`src/rtl/id_operand_issue.sv`:
```
// id_operand_issue: drives the register-file reads, tracks in-flight destinations in a busy
// scoreboard, bypasses writeback data and captures operands into the ID/EX register.
module id_operand_issue (
    input  logic        clk,
    input  logic        rst,
    input  logic        in_valid,
    output logic        in_ready,
    input  logic [4:0]  in_rs,
    input  logic [4:0]  in_rt,
    input  logic        in_use_rs,
    input  logic        in_use_rt,
    input  logic [4:0]  in_rd,
    input  logic        in_wr,
    output logic        rf_re_1,
    output logic        rf_re_2,
    output logic [4:0]  rf_addr_1,
    output logic [4:0]  rf_addr_2,
    input  logic [31:0] rf_data_1,
    input  logic [31:0] rf_data_2,
    input  logic        wb_we,
    input  logic [4:0]  wb_reg,
    input  logic [31:0] wb_data,
    input  logic        flush,
    output logic        out_valid,
    input  logic        out_ready,
    output logic [31:0] out_op_a,
    output logic [31:0] out_op_b,
    output logic [4:0]  out_rd,
    output logic        out_wr,
    output logic [31:0] stall_cnt
);
    logic [31:0] busy, busy_nxt, op_a, op_b;
    logic        clr_rs, clr_rt, hazard, accept;

    // a writeback landing this cycle releases a RAW hazard but not a WAW one
    assign clr_rs    = wb_we && wb_reg == in_rs && in_rs != 5'd0;
    assign clr_rt    = wb_we && wb_reg == in_rt && in_rt != 5'd0;
    assign hazard    = (in_use_rs && busy[in_rs] && !clr_rs) ||
                       (in_use_rt && busy[in_rt] && !clr_rt) ||
                       (in_wr && busy[in_rd]);
    assign in_ready  = !rst && !flush && !hazard && (!out_valid || out_ready);
    assign accept    = in_valid && in_ready;
    assign rf_re_1   = in_valid && in_use_rs;
    assign rf_re_2   = in_valid && in_use_rt;
    assign rf_addr_1 = in_rs;
    assign rf_addr_2 = in_rt;
    assign op_a      = (!in_use_rs || in_rs == 5'd0) ? 32'd0 : (wb_we && wb_reg == in_rs) ? wb_data : rf_data_1;
    assign op_b      = (!in_use_rt || in_rt == 5'd0) ? 32'd0 : (wb_we && wb_reg == in_rt) ? wb_data : rf_data_2;

    // set is applied after the clears so a same-cycle set wins
    always_comb begin
        busy_nxt = busy;
        if (wb_we) busy_nxt[wb_reg] = 1'b0;
        if (flush && out_valid && out_wr) busy_nxt[out_rd] = 1'b0;
        if (accept && in_wr) busy_nxt[in_rd] = 1'b1;
        busy_nxt[0] = 1'b0;
    end

    always_ff @(posedge clk) begin
        if (rst) begin
            busy      <= 32'd0;
            stall_cnt <= 32'd0;
            out_valid <= 1'b0;
            out_op_a  <= 32'd0;
            out_op_b  <= 32'd0;
            out_rd    <= 5'd0;
            out_wr    <= 1'b0;
        end else begin
            busy <= busy_nxt;
            if (in_valid && !in_ready) stall_cnt <= stall_cnt + 32'd1;
            if (accept) begin
                out_valid <= 1'b1;
                out_op_a  <= op_a;
                out_op_b  <= op_b;
                out_rd    <= in_rd;
                out_wr    <= in_wr;
            end else if (flush || out_ready) begin
                out_valid <= 1'b0;
            end
        end
    end
endmodule

```
`config.mk`:
```
export PLATFORM = sky130hd
export DESIGN_NAME = id_operand_issue
export DESIGN_NICKNAME = d
export VERILOG_FILES = /design/src/rtl/id_operand_issue.sv
export SDC_FILE = /design/constraint.sdc
export NUM_CORES = 1
export LEC_CHECK = 0
export CAP_MARGIN = 25
export CELL_PAD_IN_SITES_DETAIL_PLACEMENT = 1
export CELL_PAD_IN_SITES_GLOBAL_PLACEMENT = 1
export CORE_UTILIZATION = 38
export DETAILED_ROUTE_END_ITERATION = 16
export GPL_ROUTABILITY_DRIVEN = 1
export PLACE_DENSITY_LB_ADDON = 0.1
export SYNTH_ARGS = -nofsm -noshare
export SYNTH_HDL_FRONTEND = slang
export SYNTH_SLANG_ARGS = --single-unit
```
`constraint.sdc`:
```
create_clock -name clk -period 6.3 [get_ports clk]
set_input_delay 0.63 -clock clk [delete_from_list [all_inputs] [get_ports clk]]
set_output_delay 0.63 -clock clk [all_outputs]
set_load 0.005 [all_outputs]
```
==> results of run 1 <==
## power groups by stage
| stage | Combinational (mW) | Sequential, mW | Clock, mW |
|---|---|---|---|
| after global routing | 0.296 | 0.870 | 1.12 |
| after floorplan | 0.124 | 0.884 | 0 |
| after CTS | 0.278 | 0.869 | 1.08 |
| after detailed placement | 0.276 | 0.887 | 0 |
| after global placement | 0.273 | 0.887 | 0 |
| final | 0.278 | 0.869 | 1.07 |
## cell usage after synthesis, drive strengths merged (4+ instances only)
cell and count:
dfxtp 134, mux2i 88, nand3b 77, o31ai 77
clkbuf 55, o21ai 50, nor2b 37, a21oi 32
o221ai 32, nand2 31, buf 26, nand3 22
nor2 22, or3 22, nand4 15, mux4 14
or4 14, xnor2 10, or3b 8, inv 7
and3 6, nor3 6, nand2b 5, and4 4
## stage by stage
step	cells	utilization [%]	worst slack, ns
after floorplan	823	-	3.19
after global placement	1256	51.5	1.74
after detailed placement	1257	51.6	1.56
after CTS	1288	54.8	1.60
after global routing	1288	54.8	1.46
final	1288	54.8	1.61
## sequential cells by signal, summed over array words and instances (netlist names)
signal and cells:
out_op_a 32, out_op_b 32, out_wr 1, out_rd 5, stall_cnt 32, out_valid 1
busy 31
## kinds of logic (layout without fill, tap and decap cells)
logic type,Yosys count,count (layout)
buffers and inverters,88,288
flip-flops,134,134
XOR/XNOR,11,11
multiplexers,105,105
adder cells (fa/ha/maj),1,1
AND/OR/NAND/NOR,277,277
AO/OA/AOI/OAI,207,207
## metal layers
layer	global-route usage, %	up-vias	routed length (um)
li1	-	3542	-
met1	35.8	3763	12300
met2	47.2	320	14100
met3	7.86	49	2310
met4	9.35	0	687
met5	0	-	0
## cell usage in the layout (no fill, tap or decap), types with 7 or more instances in the layout
master,count
a21oi_1,32
buf_4,10
clkbuf_16,17
clkdlybuf4s50_1,239
dfxtp_1,134
inv_1,7
mux2i_1,88
mux4_2,14
nand2_1,31
nand3_1,22
nand3b_1,77
nand4_1,12
nor2_1,20
nor2b_1,37
o21ai_1,48
o221ai_1,32
o31ai_1,76
or3_1,22
or3b_2,7
or4_1,14
xnor2_1,10
## final timing paths
kind                                 to                        from  depth (start not counted)
max                            in_ready                    in_rd[0]                          8
min          stall_cnt[21]$_SDFFE_PP0P_  stall_cnt[21]$_SDFFE_PP0P_                          2
max reg2reg         busy[24]$_SDFF_PP0_         busy[26]$_SDFF_PP0_                          7
min reg2reg  stall_cnt[21]$_SDFFE_PP0P_  stall_cnt[21]$_SDFFE_PP0P_                          2
## worst max-delay path, cell delays in order
cell and delay (ns):
clkdlybuf4s50_1 1.02, mux4_2 0.61, nor2b_1 0.14, or4_1 0.56
o41ai_2 0.31, nand3_1 0.18, inv_1 0.10, clkdlybuf4s50_1 0.50
## cell type report
type,count,area [um^2],share of cell area (%)
sequential,134,2680,25.1
clock inverter,13,181,1.70
inverter,7,26.3,0.246
clock buffer,18,439,4.11
timing repair buffer,250,2490,23.3
tap,265,332,3.10
multi-input combinational,601,4550,42.5
==> out/summary.txt, run 1 <==
Outcome: finished clean
Crit Path Class: in -> out
Leakage power: 3.39 nW
GRT Total Usage: 28.6%
Core box area: 0.0195 mm^2
PwrDens: 207 mW/mm^2
Sequential Power Share: 39.2%
Initial Util: 38.9%
Worst min path class: reg -> reg
Synth Warn #: 0
P_int: 1.67 mW
Worst-Margin Slew: 0.946 ns
Worst vdd ir: 0.176 mV
Vias in the first global route: 7579
Routed len/inst: 22.9 um
Setup TNS: 0 ns
Comb pwr share: 12.5%
Post-synthesis mux area share: 16.2%
Post-synth top area cell: dfxtp_1
Post-synth EDFFs: 0
Placed cell area: 0.0101 mm^2
Tmin final: 4.69 ns
Top fanout value on the critical path: 12
Grt total ovfl: 0
Drt first pass iters: 5
Largest net degree at the start of global routing: 82
Final WL: 29400 um
Post-synth top area share: 35.3%
Slew Limit Fails: 0
Via density: 5.96
Fill cell count: 2231
Clk pwr share: 48.2%
Post-synthesis simple-gate area fraction: 22.9%
Die height: 143 um
Slew Limit Headroom: 36.8%
CTS root buffer: clkbuf_16
CTS tree: done
CTS clk-pin slew, worst paths: 0.06 ns
Synth Area in Compound Gates: 19.0%
First-pass GRT wire length: 44200 um
Psw: 546 uW
Post-Synth Adder-Cell Area: 0.165%
Max Clk Rate: 213 MHz
Clock tree buffer depth: 2
Register area share after synthesis: 35.3%
Placer congestion estimate: 0.905
Area growth from synthesis to layout: 40.7%
Ys flop type: dfxtp_1
DP HPWL: 20500 um
Post-Syn Nets: 949
Setup crit end kind: output port
Register bit count reported by yosys: 134
Tot Pwr: 2.21 mW
Final hold slack: 0.490 ns
Worst clock skew: 0.0126 ns
CP startpoint kind: primary input
Post-cts sizing count: 0
Final Cycle Share: 74.5%
Antenna diodes: 0
Dominant cells by area after synthesis: dfxtp_1 (35%), mux2i_1 (12%), nand3b_1 (7.6%), o31ai_1 (7.5%), mux4_2 (4.1%)
Die Wd: 143 um
Postcts setup bufs: 0
Iter 0 DRT Violations: 519
Switching Share: 24.6%
Critical Path AT: 4.06 ns
Count of cell types in the netlist: 53
IO Pins: 241
Final Hold Viols: 0
DRC: 0
Async SR Flop Fraction: 0%
Largest family of logic cells by synthesized area: simple AND/OR/NAND/NOR gates
WP data required: 5.67 ns
PortBufs: 240
RSZ-0062 raised after global routing: false
Number of antenna violations at the first check in global routing: 0
TritonCTS Sinks: 134
Maxcap violations: 0
Die area: 0.0206 mm^2
DR vias: 7674
Cts bufs inserted: 17
Mapped Area: 0.00760 mm^2
CTS H-Tree Depth: 4
Syn Inst Count: 823
Worst-Skew Late Latency: 0.43 ns
Hold_buf cts: 0
Xor and xnor area share after synthesis: 1.27%
Fin area: 0.0107 mm^2
Layout Nets: 1137
Final ANT Viol Nets: 0
Setup violators final: 0
# rows: 51
Avg Inst Size Synth: 9.24 um^2
Layout cells sized above 1: 7.43%
R2R setup slack: 2.92 ns
Power figures use the tool's default switching activity.
==> run 2, diff against run 1 <==
Settings changed: CORE_UTILIZATION 38 to 35.
Clock period 6.3 ns to 4.7 ns, I/O delays scaled along.
==> out/summary.txt, run 2 (synthesis gave the netlist of run 1 again) <==
Outcome: finished clean
Setup crit end kind: output port
Setup TNS: 0 ns (unchanged)
Vias in the first global route: 7551 (-0.37%)
Initial Util: 35.9% (-3.0 points)
Layout cells sized above 1: 8.59% (+1.2 points)
Max Clk Rate: 251 MHz
Die height: 149 um (+4.1%)
CTS H-Tree Depth: 4 (unchanged)
GR Util met1: 33.9% (-1.9 points)
Worst-Skew Late Latency: 0.42 ns (about the same)
Post-cts sizing count: 0 (unchanged)
WP data required: 4.23 ns (-1.44 ns)
Worst vdd ir: 0.207 mV (+17%)
Area of the multi-input gates: 0.00455 mm^2 (unchanged)
Leakage power: 3.45 nW (+1.8%)
Top fanout value on the critical path: 3 (-9)
CTS tree: done
Core box area: 0.0212 mm^2 (+8.3%)
Slowest CP cell: or4_1
Maxcap violations: 0 (unchanged)
Gr busiest metal: met2
CP max stage delay: 0.61 ns (-0.41 ns)
DR vias: 7554 (-1.6%)
Routed len/inst: 22.3 um (-2.4%)
Final Hold Viols: 0 (unchanged)
Die area: 0.0223 mm^2 (+8.5%)
CP startpoint kind: primary input
Iter 0 DRT Violations: 370 (-29%)
Final setup margin: 0.713 ns (-0.894 ns)
Cts bufs inserted: 17 (unchanged)
Worst clock skew: 0.0138 ns (+0.00118 ns)
FF+latch area: 0.00268 mm^2 (unchanged)
Slew Limit Headroom: 42.3% (+5.5 points)
Final Cycle Share: 84.8%
Critical path, cell by cell: clkdlybuf4s50_1, mux4_2, nor2b_1, or4_1, o41ai_2, nand3_1, inv_1, clkdlybuf4s50_1
Hold_buf cts: 0 (unchanged)
Slew Limit Fails: 0 (unchanged)
First-pass GRT wire length: 44500 um (+0.50%)
Die Wd: 149 um (+4.1%)
Placed cell area: 0.0102 mm^2 (+1.4%)
Number of antenna violations at the first check in global routing: 0 (unchanged)
RSZ-0062 raised after global routing: false
DRC: 0 (unchanged)
Most used cell, CP: clkdlybuf4s50_1
TritonCTS Sinks: 134 (unchanged)
Worst min path class: reg -> reg
DP HPWL: 21200 um (+3.8%)
Layout Nets: 1151 (+1.2%)
IO Pins: 241 (unchanged)
Worst-Margin Slew: 0.866 ns (-0.0802 ns)
Largest net degree at the start of global routing: 76 (-7.3%)
PwrDens: 270 mW/mm^2 (+30%)
Clock tree buffer depth: 2 (unchanged)
# rows: 53 (+3.9%)
Final ANT Viol Nets: 0 (unchanged)
Tot Pwr: 2.92 mW (+32%)
Setup violators final: 0 (unchanged)
M3 GR Usage: 6.85% (-1.0 points)
Grt total ovfl: 0 (unchanged)
PortBufs: 240 (unchanged)
Area growth from synthesis to layout: 42.2%
Postcts setup bufs: 0 (unchanged)
Placer congestion estimate: 0.924 (+2.1%)
Final hold slack: 0.490 ns (+0.000339 ns)
Antenna diodes: 0 (unchanged)
Commonest non-fill, non-tap cell in the layout: clkdlybuf4s50_1
Final WL: 29200 um (-0.69%)
Setup WS pre-CTS: 0.712 ns (-0.845 ns)
GRT met2 Usage: 43.1% (-4.1 points)
CTS clk-pin slew, worst paths: 0.06 ns (about the same)
Critical Path AT: 3.52 ns (-0.54 ns)
Crit Path Class: in -> out
CTS root buffer: clkbuf_16
Fill cell count: 2406 (+7.8%)
Commonest cells after routing, fill and taps aside: clkdlybuf4s50_1 (239), dfxtp_1 (134), mux2i_1 (88)
Via density: 5.76 (-3.3%)
GRT Total Usage: 26.4% (-2.1 points)
Drt first pass iters: 5 (unchanged)
Fin area: 0.0108 mm^2 (+1.1%)
Tmin final: 3.99 ns
Largest regs: out_op_a: 32 flops, out_op_b: 32 flops, stall_cnt: 32 flops
-- run 2: area by class of cell --
| class | instances | share of cell area (%) |
|---|---|---|
| clock buffers | 18 | 4.06 |
| inverters | 7 | 0.243 |
| flip-flops and latches | 134 | 24.8 |
| repair buffers | 264 | 24.2 |
| multi-input cells | 601 | 42.1 |
| clock inverters | 12 | 1.45 |
| well taps | 275 | 3.18 |
-- run 2: per-layer routing --
metal	vias to the layer above	wire length [um]
li1	3548	-
met1	3727	12600
met2	249	14100
met3	30	1960
met4	0	501
met5	-	0
-- run 2: final timing paths --
path                        startpoint                   endpoint  slack, ns  depth (start not counted)
min reg2reg  out_op_a[29]$_SDFFE_PP0P_  out_op_a[29]$_SDFFE_PP0P_       0.49                          2
max reg2reg        busy[27]$_SDFF_PP0_  out_op_a[21]$_SDFFE_PP0P_       1.43                          7
max                           in_rd[0]                   in_ready       0.71                          8
min          out_op_a[29]$_SDFFE_PP0P_  out_op_a[29]$_SDFFE_PP0P_       0.49                          2
-- run 2: where the power goes --
part,total (mW),switching [mW],internal [mW]
clock network,1.37,0.527,0.842
registers,1.16,0.0127,1.15
logic,0.384,0.185,0.199
total,2.92,0.725,2.19
-- run 2: critical path, delay by kind of cell --
kind | cells | cell delay [ns]
multiplexers | 1 | 0.54
AND/OR/NAND/NOR | 3 | 1.00
buffers and inverters | 3 | 1.20
AO/OA/AOI/OAI | 1 | 0.32
-- run 2: metrics by stage --
stage          instances  utilization [%]
3_5_place_dp        1281             48.3
6_report            1311             51.1
4_1_cts             1311             51.1
3_3_place_gp        1281             48.3
5_1_grt             1311             51.1
2_1_floorplan        823                -
==> run 3, diff against run 2 <==
Clock period 4.7 ns to 3.93 ns, I/O delays scaled along.
==> out/summary.txt, run 3 (synthesis gave the netlist of run 1 again) <==
Outcome: finished clean
Comb pwr share: 12.7% (-0.5 points)
RSZ-0062 raised after global routing: false
GR Util met1: 32.8% (-1.1 points)
Setup violators final: 0 (unchanged)
CTS root buffer: clkbuf_16
PwrDens: 333 mW/mm^2 (+24%)
Setup TNS: 0 ns (unchanged)
Switching Share: 24.1% (-0.76 points)
IO Pins: 241 (unchanged)
Commonest cells after routing, fill and taps aside: clkdlybuf4s50_1 (239), dfxtp_1 (134), mux2i_1 (88)
CTS clk-pin slew, worst paths: 0.06 ns (about the same)
Antenna diodes: 0 (unchanged)
P_int: 2.76 mW (+26%)
Worst vdd ir: 0.188 mV (-9.0%)
Die height: 149 um (unchanged)
Slew Limit Headroom: 41.0% (-1.3 points)
Iter 0 DRT Violations: 481 (+30%)
Clock tree buffer depth: 2 (unchanged)
Hold_buf cts: 0 (unchanged)
Crit path launch: in_rd[0]
Layout Nets: 1155 (+0.35%)
Tmin final: 3.77 ns
Die Wd: 149 um (unchanged)
TritonCTS Sinks: 134 (unchanged)
PortBufs: 240 (unchanged)
Initial Util: 35.9% (unchanged)
CTS H-Tree Depth: 4 (unchanged)
Placer congestion estimate: 0.898 (-2.8%)
Tot Pwr: 3.63 mW (+25%)
Worst clock skew: 0.00926 ns (-0.00454 ns)
CTS tree: done
Psw: 875 uW (+21%)
Gr busiest metal: met2
GRT met2 Usage: 43.3% (+0.21 points)
Postcts setup bufs: 0 (unchanged)
Critical Path AT: 3.37 ns (-0.15 ns)
Final ANT Viol Nets: 0 (unchanged)
DRC: 0 (unchanged)
Largest regs: out_op_a: 32 flops, out_op_b: 32 flops, stall_cnt: 32 flops
Maxcap violations: 0 (unchanged)
# rows: 53 (unchanged)
Hold Startpoint: rst
DR vias: 7561 (+0.093%)
Layout cells sized above 1: 8.93% (+0.34 points)
Leakage power: 3.50 nW (+1.4%)
First-pass GRT wire length: 44300 um (-0.40%)
Core box area: 0.0212 mm^2 (unchanged)
Worst-Margin Slew: 0.885 ns (+0.0196 ns)
Routed len/inst: 22.1 um (-0.76%)
Drt first pass iters: 4 (-1)
Commonest non-fill, non-tap cell in the layout: clkdlybuf4s50_1
M3 GR Usage: 7.98% (+1.1 points)
CP startpoint kind: primary input
Max Clk Rate: 266 MHz
DP HPWL: 20800 um (-2.1%)
GRT Total Usage: 26.3% (-0.15 points)
Clk pwr share: 49.0% (+2.1 points)
Largest net degree at the start of global routing: 98 (+29%)
Worst min path class: in -> reg
Top fanout value on the critical path: 3 (unchanged)
WP data required: 3.54 ns (-0.69 ns)
Grt total ovfl: 0 (unchanged)
Worst R2R Start: busy[27]$_SDFF_PP0_
Crit Path Class: in -> out
Via density: 5.75 (-0.29%)
Final WL: 29100 um (-0.38%)
Slew Limit Fails: 0 (unchanged)
Post-cts sizing count: 0 (unchanged)
Cts bufs inserted: 17 (unchanged)
Number of antenna violations at the first check in global routing: 0 (unchanged)
Die area: 0.0223 mm^2 (unchanged)
Area growth from synthesis to layout: 43.3%
Vias in the first global route: 7590 (+0.52%)
Setup crit end kind: output port
Sequential Power Share: 38.3% (-1.6 points)
Final Cycle Share: 95.8%
Worst-Skew Late Latency: 0.43 ns (about the same)
Final Hold Viols: 0 (unchanged)
run 3: cell count changes in the layout (fill, tap and decap cells not counted):
cell / before / now
buf_4: 22 / 26
clkinvlp_4: 4 / 1
clkbuf_1: 0 / 1
clkinv_4: 3 / 4
bufinv_16: 3 / 5
run 3: per-stage QoR:
| step | area [um^2] | std cells | hold WS, ns | worst slack, ns | util (%) |
|---|---|---|---|---|---|
| 2_1_floorplan | 7600 | 823 | 0.476 | 1.05 | - |
| 3_3_place_gp | 10200 | 1285 | 0.470 | 0.200 | 48.4 |
| 3_5_place_dp | 10200 | 1285 | 0.475 | 0.146 | 48.4 |
| 4_1_cts | 10900 | 1316 | 0.338 | 0.152 | 51.5 |
| 5_1_grt | 10900 | 1316 | 0.364 | 0.0410 | 51.5 |
| 6_report | 10900 | 1316 | 0.357 | 0.164 | 51.5 |
run 3: layer usage:
metal | share of wire (%) | vias to the layer above
met5 | 0 | -
met4 | 1.8 | 0
met3 | 7.8 | 41
met2 | 48 | 265
met1 | 42 | 3692
li1 | - | 3563
run 3: power groups by stage:
stage | Clock [mW] | Combinational (mW) | Sequential, mW
floorplan | 0 | 0.199 | 1.42
finish | 1.78 | 0.461 | 1.39
CTS | 1.81 | 0.462 | 1.39
detailed placement | 0 | 0.460 | 1.42
global placement | 0 | 0.458 | 1.42
global route | 1.86 | 0.492 | 1.39
run 3: worst paths after layout:
kind	endpoint	slack [ns]	cells after the start
hold / removal	stall_cnt[0]$_SDFFE_PP0P_	0.36	2
hold reg to reg	out_op_b[22]$_SDFFE_PP0P_	0.49	2
setup reg to reg	busy[9]$_SDFF_PP0_	0.96	7
setup / recovery	in_ready	0.16	8
run 3: area by class of cell:
cell class / count / area [um^2]
clock buffers: 19 / 443
clock inverters: 12 / 203
fillers: 2379 / 10300
inverters: 7 / 26.3
multi-input cells: 601 / 4550
flip-flops and latches: 134 / 2680
well taps: 275 / 344
repair buffers: 268 / 2650
run 3: worst max-delay path, cell delays in order:
cell and delay [ns]:
clkdlybuf4s50_1 0.61, mux4_2 0.52, nor2b_1 0.14, or4_1 0.60, o41ai_2 0.31, nand3_1 0.20
inv_1 0.09, clkdlybuf4s50_1 0.51
